## config.mk

```make
export PLATFORM = sky130hd
export DESIGN_NAME = pid_controller_pipe
export DESIGN_NICKNAME = d
export VERILOG_FILES = /design/src/rtl/pid_controller_pipe.sv
export SDC_FILE = /design/constraint.sdc
export NUM_CORES = 2
export LEC_CHECK = 0
export CORE_MARGIN = 10
export CORE_UTILIZATION = 45
export CTS_BUF_LIST = sky130_fd_sc_hd__clkbuf_8
export CTS_CLUSTER_DIAMETER = 100
export DETAILED_ROUTE_END_ITERATION = 6
export PLACE_DENSITY = 0.64
export SLEW_MARGIN = 20
export SYNTH_ARGS = -nofsm -noshare
export SYNTH_HDL_FRONTEND = slang
export SYNTH_SLANG_ARGS = --single-unit
```

## constraint.sdc

```tcl
create_clock -name clk_in_i -period 15 [get_ports clk_in_i]
set_clock_uncertainty 0.2 [all_clocks]
set_input_delay 4.5 -clock clk_in_i [delete_from_list [all_inputs] [get_ports clk_in_i]]
set_output_delay 4.5 -clock clk_in_i [all_outputs]
set_load 0.01 [all_outputs]
```

## src/rtl/pid_controller_pipe.sv

```systemverilog
// Four-state pipelined signed PID controller with anti-windup, clamping and manual override.
// Optional derivative IIR filter enabled by defining PID_DERIV_FILTER_EN.
module pid_controller_pipe #(
  parameter int DW   = 16,
  parameter int CW   = 16,
  parameter int FRAC = 8,
  parameter int IW   = 24,
  parameter int OW   = 16,
  parameter int DFS  = 3
) (
  input  logic          clk_in_i,
  input  logic          reset_i,
  input  logic          sample_valid_i,
  output logic          sample_ready_o,
  input  logic [DW-1:0] sp_i,
  input  logic [DW-1:0] meas_i,
  input  logic [CW-1:0] kp_i,
  input  logic [CW-1:0] ki_i,
  input  logic [CW-1:0] kd_i,
  input  logic [OW-1:0] offset_i,
  input  logic [IW-1:0] int_hi_i,
  input  logic [IW-1:0] int_lo_i,
  input  logic [OW-1:0] out_hi_i,
  input  logic [OW-1:0] out_lo_i,
  input  logic          man_control_i,
  input  logic [OW-1:0] man_value_i,
  output logic [OW-1:0] pid_o,
  output logic          pid_valid_o,
  output logic [1:0]    sat_o,
  output logic [DW:0]   err_o,
  output logic [IW-1:0] int_o
);

  localparam int EW  = DW + 1;
  localparam int DDW = DW + 2;
  localparam int PW  = CW + IW + 1;
  localparam int SW  = PW + 2;
  localparam int IW1 = IW + 1;

  typedef enum logic [1:0] {IDLE, ERR, MUL, SUM} state_t;
  state_t state_q, state_d;

  logic signed [DW-1:0]  sp_q, meas_q;
  logic signed [CW-1:0]  kp_q, ki_q, kd_q;
  logic signed [OW-1:0]  offset_q, out_hi_q, out_lo_q, man_value_q, pid_q;
  logic signed [IW-1:0]  int_hi_q, int_lo_q, integ_q;
  logic                  man_q, first_q, pid_valid_q;
  logic [1:0]            sat_q;
  logic signed [EW-1:0]  e_q, prev_e_q, e_c;
  logic signed [DDW-1:0] d_q, d_raw_c, d_sel_c;
  logic signed [PW-1:0]  p_prod_q, i_prod_q, d_prod_q;

  logic signed [SW-1:0]  sum_c, cmd_c, hi_x, lo_x, out_step_c, out_clamp_c;
  logic                  out_sat_hi_c, out_sat_lo_c;
  logic signed [IW1-1:0] isum_c, ihi_x, ilo_x, int_step_c, int_clamp_c;
  logic                  e_pos, e_neg, windup_hold;

`ifdef PID_DERIV_FILTER_EN
  logic signed [DDW-1:0] df_q, df_n;
  logic signed [DDW:0]   df_diff;
`endif

  always_ff @(posedge clk_in_i) begin
    if (reset_i) state_q <= IDLE;
    else         state_q <= state_d;
  end

  always_comb begin
    state_d        = state_q;
    sample_ready_o = 1'b0;
    case (state_q)
      IDLE: begin
        sample_ready_o = 1'b1;
        if (sample_valid_i) state_d = ERR;
      end
      ERR:     state_d = MUL;
      MUL:     state_d = SUM;
      SUM:     state_d = IDLE;
      default: state_d = IDLE;
    endcase
  end

  // The first sample after reset has no previous error, so its derivative is forced to 0.
  always_comb begin
    e_c     = sp_q - meas_q;
    d_raw_c = '0;
    if (!first_q) d_raw_c = DDW'(e_c) - DDW'(prev_e_q);
`ifdef PID_DERIV_FILTER_EN
    df_diff = (DDW+1)'(d_raw_c) - (DDW+1)'(df_q);
    df_n    = df_q + DDW'(df_diff >>> DFS);
    d_sel_c = man_q ? df_q : df_n;
`else
    d_sel_c = d_raw_c;
`endif
  end

  // Both clamps test the upper bound first, so the lower bound wins when lo > hi.
  always_comb begin
    sum_c        = SW'(p_prod_q) + SW'(i_prod_q) + SW'(d_prod_q);
    cmd_c        = man_q ? SW'(man_value_q) : (sum_c >>> FRAC) + SW'(offset_q);
    hi_x         = SW'(out_hi_q);
    lo_x         = SW'(out_lo_q);
    out_sat_hi_c = cmd_c > hi_x;
    out_step_c   = out_sat_hi_c ? hi_x : cmd_c;
    out_sat_lo_c = out_step_c < lo_x;
    out_clamp_c  = out_sat_lo_c ? lo_x : out_step_c;

    isum_c      = IW1'(integ_q) + IW1'(e_q);
    ihi_x       = IW1'(int_hi_q);
    ilo_x       = IW1'(int_lo_q);
    int_step_c  = (isum_c > ihi_x) ? ihi_x : isum_c;
    int_clamp_c = (int_step_c < ilo_x) ? ilo_x : int_step_c;

    e_pos       = ~e_q[EW-1] & (|e_q);
    e_neg       = e_q[EW-1];
    windup_hold = (sat_q[1] & e_pos) | (sat_q[0] & e_neg);
  end

  always_ff @(posedge clk_in_i) begin
    if (reset_i) begin
      sp_q        <= '0;
      meas_q      <= '0;
      kp_q        <= '0;
      ki_q        <= '0;
      kd_q        <= '0;
      offset_q    <= '0;
      out_hi_q    <= '0;
      out_lo_q    <= '0;
      man_value_q <= '0;
      int_hi_q    <= '0;
      int_lo_q    <= '0;
      man_q       <= 1'b0;
      first_q     <= 1'b1;
      e_q         <= '0;
      prev_e_q    <= '0;
      d_q         <= '0;
      p_prod_q    <= '0;
      i_prod_q    <= '0;
      d_prod_q    <= '0;
      integ_q     <= '0;
      pid_q       <= '0;
      sat_q       <= 2'b00;
      pid_valid_q <= 1'b0;
`ifdef PID_DERIV_FILTER_EN
      df_q        <= '0;
`endif
    end else begin
      pid_valid_q <= 1'b0;
      case (state_q)
        IDLE: if (sample_valid_i) begin
          sp_q        <= sp_i;
          meas_q      <= meas_i;
          kp_q        <= kp_i;
          ki_q        <= ki_i;
          kd_q        <= kd_i;
          offset_q    <= offset_i;
          out_hi_q    <= out_hi_i;
          out_lo_q    <= out_lo_i;
          int_hi_q    <= int_hi_i;
          int_lo_q    <= int_lo_i;
          man_q       <= man_control_i;
          man_value_q <= man_value_i;
        end
        ERR: begin
          e_q     <= e_c;
          d_q     <= d_sel_c;
          first_q <= 1'b0;
`ifdef PID_DERIV_FILTER_EN
          df_q    <= d_sel_c;
`endif
        end
        MUL: begin
          p_prod_q <= PW'(kp_q) * PW'(e_q);
          i_prod_q <= PW'(ki_q) * PW'(integ_q);
          d_prod_q <= PW'(kd_q) * PW'(d_q);
        end
        SUM: begin
          pid_q       <= OW'(out_clamp_c);
          sat_q       <= {out_sat_hi_c, out_sat_lo_c};
          prev_e_q    <= e_q;
          pid_valid_q <= 1'b1;
          if (!man_q && !windup_hold) integ_q <= IW'(int_clamp_c);
        end
        default: ;
      endcase
    end
  end

  assign pid_o       = pid_q;
  assign pid_valid_o = pid_valid_q;
  assign sat_o       = sat_q;
  assign err_o       = e_q;
  assign int_o       = integ_q;

endmodule

```

; Word level (Yosys, flattened, before mapping)
; Index checks and enable logic that the tools add are counted.
[classes]
shifts = 0
addsub = 6
muxes = 10
n_reduce_logical = 7
bitwise = 5
order_cmp = 4
div_mod_pow = 0
mul = 3
eq_ne = 4
[ops]
columns = operator, n
row1 = $mux 43, 2
row2 = $gt 43x16->1, 1
row3 = $lt 43x16->1, 1
row4 = $add 41x34->42, 1
row5 = $add 33x40->41, 1
row6 = $mul 16x24->40, 1
row7 = $add 34x16->35, 1
row8 = $mul 16x18->34, 1
row9 = $mul 16x17->33, 1
row10 = $add 24x17->25, 1
row11 = $gt 25x24->1, 1
row12 = $lt 25x24->1, 1
row13 = $mux 25, 1
row14 = $mux 24, 1
row15 = $mux 18, 1
row16 = $sub 17x17->18, 1
row17 = $reduce_or 17->1, 1
row18 = $sub 16x16->17, 1
row19 = $mux 16, 1
row20 = $pmux 2 s4, 1
row21 = $eq 2x2->1 const B, 2
row22 = $reduce_and 2->1, 2
row23 = $and 1x1->1, 3
row24 = $eq 2x1->1 const B, 1
row25 = other kinds (8), 10
[word_totals]
latch_bits = 0
ff_bits = 398
ramBits = 0
mem_bits_ro = 0
mem_count = 0
output_inout_bits = 61
wordCells = 63

; Depth between registers and ports, before layout
[logic_depth]
depth_word = 8
ltp_mapped = 50
ltp_nobuf = 46

; Worst setup path after synthesis
; Ideal clock, no wire load.
[synth_path]
path_kind = flip-flop to flip-flop
from = reg p_prod_q[3]
to = reg pid_q[0], in the netlist pid_o[0]
path_buffers = 4
path_stages_with_launch = 49
arrival_ps = 10165
slack_ps = 4544
path_cell_list = dfxtp_1 -> inv_1 -> fa_1 -> inv_1 -> ha_1 -> a2111oi_0 -> o31ai_1 -> a32o_1 -> a2111oi_2 -> o21ai_1 -> o21ai_0 -> a21boi_0 -> o21a_1 -> nor2_1 -> xnor2_1 -> ha_1 -> and4_1 -> and4_1 -> (+13 left out) -> a311oi_1 -> mux2_1 -> buf_6 -> clkbuf_1 -> buf_1 -> mux2_2 -> ha_1 -> a21o_1 -> a21o_1 -> a211oi_1 -> o21ai_0 -> a221o_1 -> a211oi_1 -> o2bb2ai_1 -> o211a_1 -> buf_6 -> a211o_1 -> a311oi_1
[synth_via]
elab_chain_len = 8
[synth_rtl]
columns = item, line_no
row1 = from (decl), 51  ; logic signed [PW-1:0] p_prod_q, i_prod_q, d_prod_q;
row2 = from (signal assigned), 173  ; p_prod_q <= PW'(kp_q) * PW'(e_q);
row3 = $add 33x40->41 *, 99  ; sum_c = SW'(p_prod_q) + SW'(i_prod_q) + SW'(d_prod_q);
row4 = $add 41x34->42 *, 99
row5 = $add 34x16->35 *, 100  ; cmd_c = man_q ? SW'(man_value_q) : (sum_c >>> FRAC) + SW'(offset_q);
row6 = $mux 43 *, 100
row7 = $gt 43x16->1, 103  ; out_sat_hi_c = cmd_c > hi_x;
row8 = $mux 43 *, 104  ; out_step_c = out_sat_hi_c ? hi_x : cmd_c;
row9 = $lt 43x16->1, 105  ; out_sat_lo_c = out_step_c < lo_x;
row10 = $mux 16 *, 106  ; out_clamp_c = out_sat_lo_c ? lo_x : out_step_c;
row11 = to (signal assigned), 178  ; pid_q <= OW'(out_clamp_c);
row12 = to (decl), 45  ; logic signed [OW-1:0] offset_q, out_hi_q, out_lo_q, man_value_q, pid_q;
; Every way passes the cells marked *; elsewhere a longest branch is shown, timed or not.
; A chain may end at the register's enable or synchronous reset.

; Worst setup path after layout
[layout_path]
from = reg p_prod_q[3]
to = reg pid_q[12], in the netlist pid_o[12]
; Same word-level chain as after synthesis.

==> impl_metrics.sql <==
INSERT INTO impl_metrics (metric_group, metric, value, unit) VALUES
('power_and_ir_drop', 'power_density', '143.5', 'nW/um2'),
('worst_setup_path', 'crit_slowest_cell', 'sky130_fd_sc_hd__o211a_1', ''),
('synthesis', 'syn-instance-count', '6762', ''),
('drt', 'route.met2.wl', '81310', 'um'),
('synthesis', 'yosys.area_share.adder', '0.4458', ''),
('synthesis', 'postSynth.asyncResetShare', '0', ''),
('floorplan', 'initial_utilization', '0.4535', ''),
('worst_setup_path', 'worst_setup_end_kind', 'register', ''),
('drt', 'viasPerCell', '5.360', ''),
('global_routing', 'grt.total_usage', '0.2333', ''),
('finish', 'nFillCells', '12360', ''),
('finish', 'layout.cells.non_filler', '8689', ''),
('worst_setup_path', 'reg2reg_from', 'p_prod_q[3]$_SDFFE_PP0P_', ''),
('clock_network', 'insertion_delay', '0.80', 'ns'),
('clock_network', 'post_cts.resized_instances', '0', ''),
('power_and_ir_drop', 'leakagePower', '28.44', 'nW'),
('drt', 'number_of_design_rule_violations_left_by_the_first_detailed_router_iteration', '2972', ''),
('outcome', 'outcome', 'complete, but fails checks', ''),
('synthesis', 'combinational_family_with_the_most_area_after_synthesis', 'adder cells', ''),
('drt', 'drt_drc_violations_left', '2', ''),
('power_and_ir_drop', 'vdd_ir_drop_max', '0.0002588', 'V'),
('synthesis', 'post_synth.cell_area_avg', '8.695', 'um2'),
('sta', 'final_hold_violating_endpoints', '0', ''),
('drt', 'wl_met1', '74630', 'um'),
('place', 'dp.final_hpwl', '136900', 'um'),
('clock_network', 'cts-hold-fix-buffers', '0', ''),
('worst_setup_path', 'path_buf_inv', '3', ''),
('clock_network', 'cts_root_buf', 'sky130_fd_sc_hd__clkbuf_8', ''),
('finish', 'area.sequential', '7971', 'um2'),
('place', 'placed_cells', '8548', ''),
('drt', 'dr.max_layer_used', 'met5', ''),
('worst_setup_path', 'cp_top_family', 'compound AO/OA/AOI/OAI gates', ''),
('synthesis', 'mux_cell_area_share_after_synthesis', '0.03269', ''),
('finish', 'mostFrequentLayoutCells', 'sky130_fd_sc_hd__inv_1 (1,161), sky130_fd_sc_hd__nand2_1 (1,093), sky130_fd_sc_hd__fa_1 (983)', ''),
('worst_hold_path', 'hp_class', 'reg2reg', ''),
('finish', 'layout.nets', '8586', ''),
('worst_setup_path', 'worst_setup_path_startpoint', 'p_prod_q[3]$_SDFFE_PP0P_', ''),
('global_routing', 'total_gr_overflow', '0', ''),
('finish', 'mostFrequentLayoutCell', 'sky130_fd_sc_hd__inv_1', ''),
('power_and_ir_drop', 'power.share.switching', '0.5156', ''),
('power_and_ir_drop', 'clock_power_share', '0.136', ''),
('power_and_ir_drop', 'power.sequential.fraction', '0.165', ''),
('synthesis', 'synth_seq_cells', '398', ''),
('synthesis', 'most_used_dff_post_synth', 'sky130_fd_sc_hd__dfxtp_1', ''),
('drt', 'met3RoutedLength', '9945', 'um'),
('global_routing', 'first_global_vias', '48180', ''),
('finish', 'layout-drive-gt1-share', '0.04420', ''),
('outcome', 'failed_checks', 'design-rule violations', ''),
('global_routing', 'grt_first_pass_wirelength', '271100', 'um'),
('synthesis', 'synth-edff-count', '0', ''),
('clock_network', 'postCtsSetupBuffers', '0', ''),
('worst_setup_path', 'critPathMaxStageDelay', '0.78', 'ns'),
('drt', 'drtAntennaViolNets', '0', ''),
('global_routing', 'grt_start_max_net_pins', '98', ''),
('synthesis', 'ys_seq_area_frac', '0.1355', ''),
('clock_network', 'cts_sinks', '398', ''),
('clock_network', 'tritoncts', 'done', ''),
('power_and_ir_drop', 'switching_power', '4.802', 'mW'),
('place', 'numPortBuffers', '256', ''),
('worst_hold_path', 'hp-start', 'meas_q[8]$_SDFFE_PP0P_', ''),
('power_and_ir_drop', 'fin_total_pwr', '9.313', 'mW'),
('floorplan', 'fp.dieH', '381.5', 'um'),
('worst_setup_path', 'worst-endpoint-arrival', '12.83', 'ns'),
('worst_setup_path', 'crit_path_max_fanout', '22', ''),
('floorplan', 'core_region_area', '129600', 'um2'),
('sta', 'final.period_utilization', '0.8291', ''),
('drt', 'vias', '46580', ''),
('clock_network', 'inserted_clock_buffers', '77', ''),
('run', 'maxCapViolations', '0', ''),
('clock_network', 'htree_levels', '3', ''),
('worst_setup_path', 'cp.required', '15.39', 'ns');
worst min-delay path, cell delays in order (launching register included):
cell and delay (ns):
sky130_fd_sc_hd__dfxtp_1 0.31, sky130_fd_sc_hd__nand2_1 0.05, sky130_fd_sc_hd__a21oi_1 0.05
power by group through the flow:
stage | registers, mW | clock network [mW] | logic, mW
2_1_floorplan | 1.40 | 0 | 4.67
3_3_place_gp | 1.55 | 0 | 6.29
3_5_place_dp | 1.56 | 0 | 6.40
4_1_cts | 1.54 | 1.30 | 6.44
5_1_grt | 1.56 | 1.34 | 7.13
6_report | 1.54 | 1.27 | 6.51
synthesized netlist by cell type, drive strengths merged (16+ instances only):
cell,number,area (um2)
ha,522,6531
mux2,48,540.5
o21bai,26,195.2
inv,1145,4298
nor2,272,1028
nor2b,29,181.4
mux2i,138,1381
nand4,38,237.7
o21a,37,277.8
o21ai,160,800.8
o31ai,18,135.1
xnor2,129,1130
buf,21,118.9
dfxtp,398,7968
fa,983,19680
a21oi,381,1907
nand2,1094,4106
and2,362,2265
nor3,41,205.2
xor2,69,604.3
nand2b,85,531.8
and3,21,131.4
nand3,64,320.3
clkbuf,285,1070
a211oi,48,370.3
a21o,113,848.3
a31oi,27,168.9
o211ai,16,133.9
cell type report:
class	instances	area share
sequential	398	0.1229
tap	1742	0.03359
multi-input combinational	4913	0.6994
clock buffer	94	0.01994
inverter	1145	0.06624
timing repair buffer	350	0.05062
clock inverter	45	0.007309
antenna	2	0.00007714
flip-flops by register name, indices dropped and copies added, names as in the netlist, 17 cells and up:
name	count
int_lo_q	24
int_o	24
p_prod_q	33
err_o	17
i_prod_q	40
int_hi_q	24
d_prod_q	34
d_q	18
prev_e_q	17
cell families (layout without fill, tap and decap cells):
family                   after synthesis  in the layout
other                                  0              2
buffers and inverters               1451           1634
AO/OA/AOI/OAI                        946            946
XOR/XNOR                             198            198
adder cells (fa/ha/maj)             1505           1505
multiplexers                         186            186
AND/OR/NAND/NOR                     2078           2078
flip-flops                           398            398
final timing paths:
path	to	cells past startpoint	slack (ns)
worst max-delay path	pid_o[12]$_SDFFE_PP0P_	47	2.56
worst min-delay path	meas_q[8]$_SDFFE_PP0P_	2	0.26
worst max register to register	pid_o[12]$_SDFFE_PP0P_	47	2.56
worst min register to register	meas_q[8]$_SDFFE_PP0P_	2	0.26
per-layer routing:
layer	vias up	global-route usage
met2	1364	0.3901
met4	2	0.07269
met5	-	0
met1	23460	0.3124
li1	21510	-
met3	240	0.03084
through the flow:
stage	instance area, um2	utilization
floorplan	58790	-
global placement	63080	0.4865
detailed placement	63110	0.4868
CTS	64870	0.5004
global route	64880	0.5004
finish	64880	0.5004
Power figures use the tool's default switching activity.
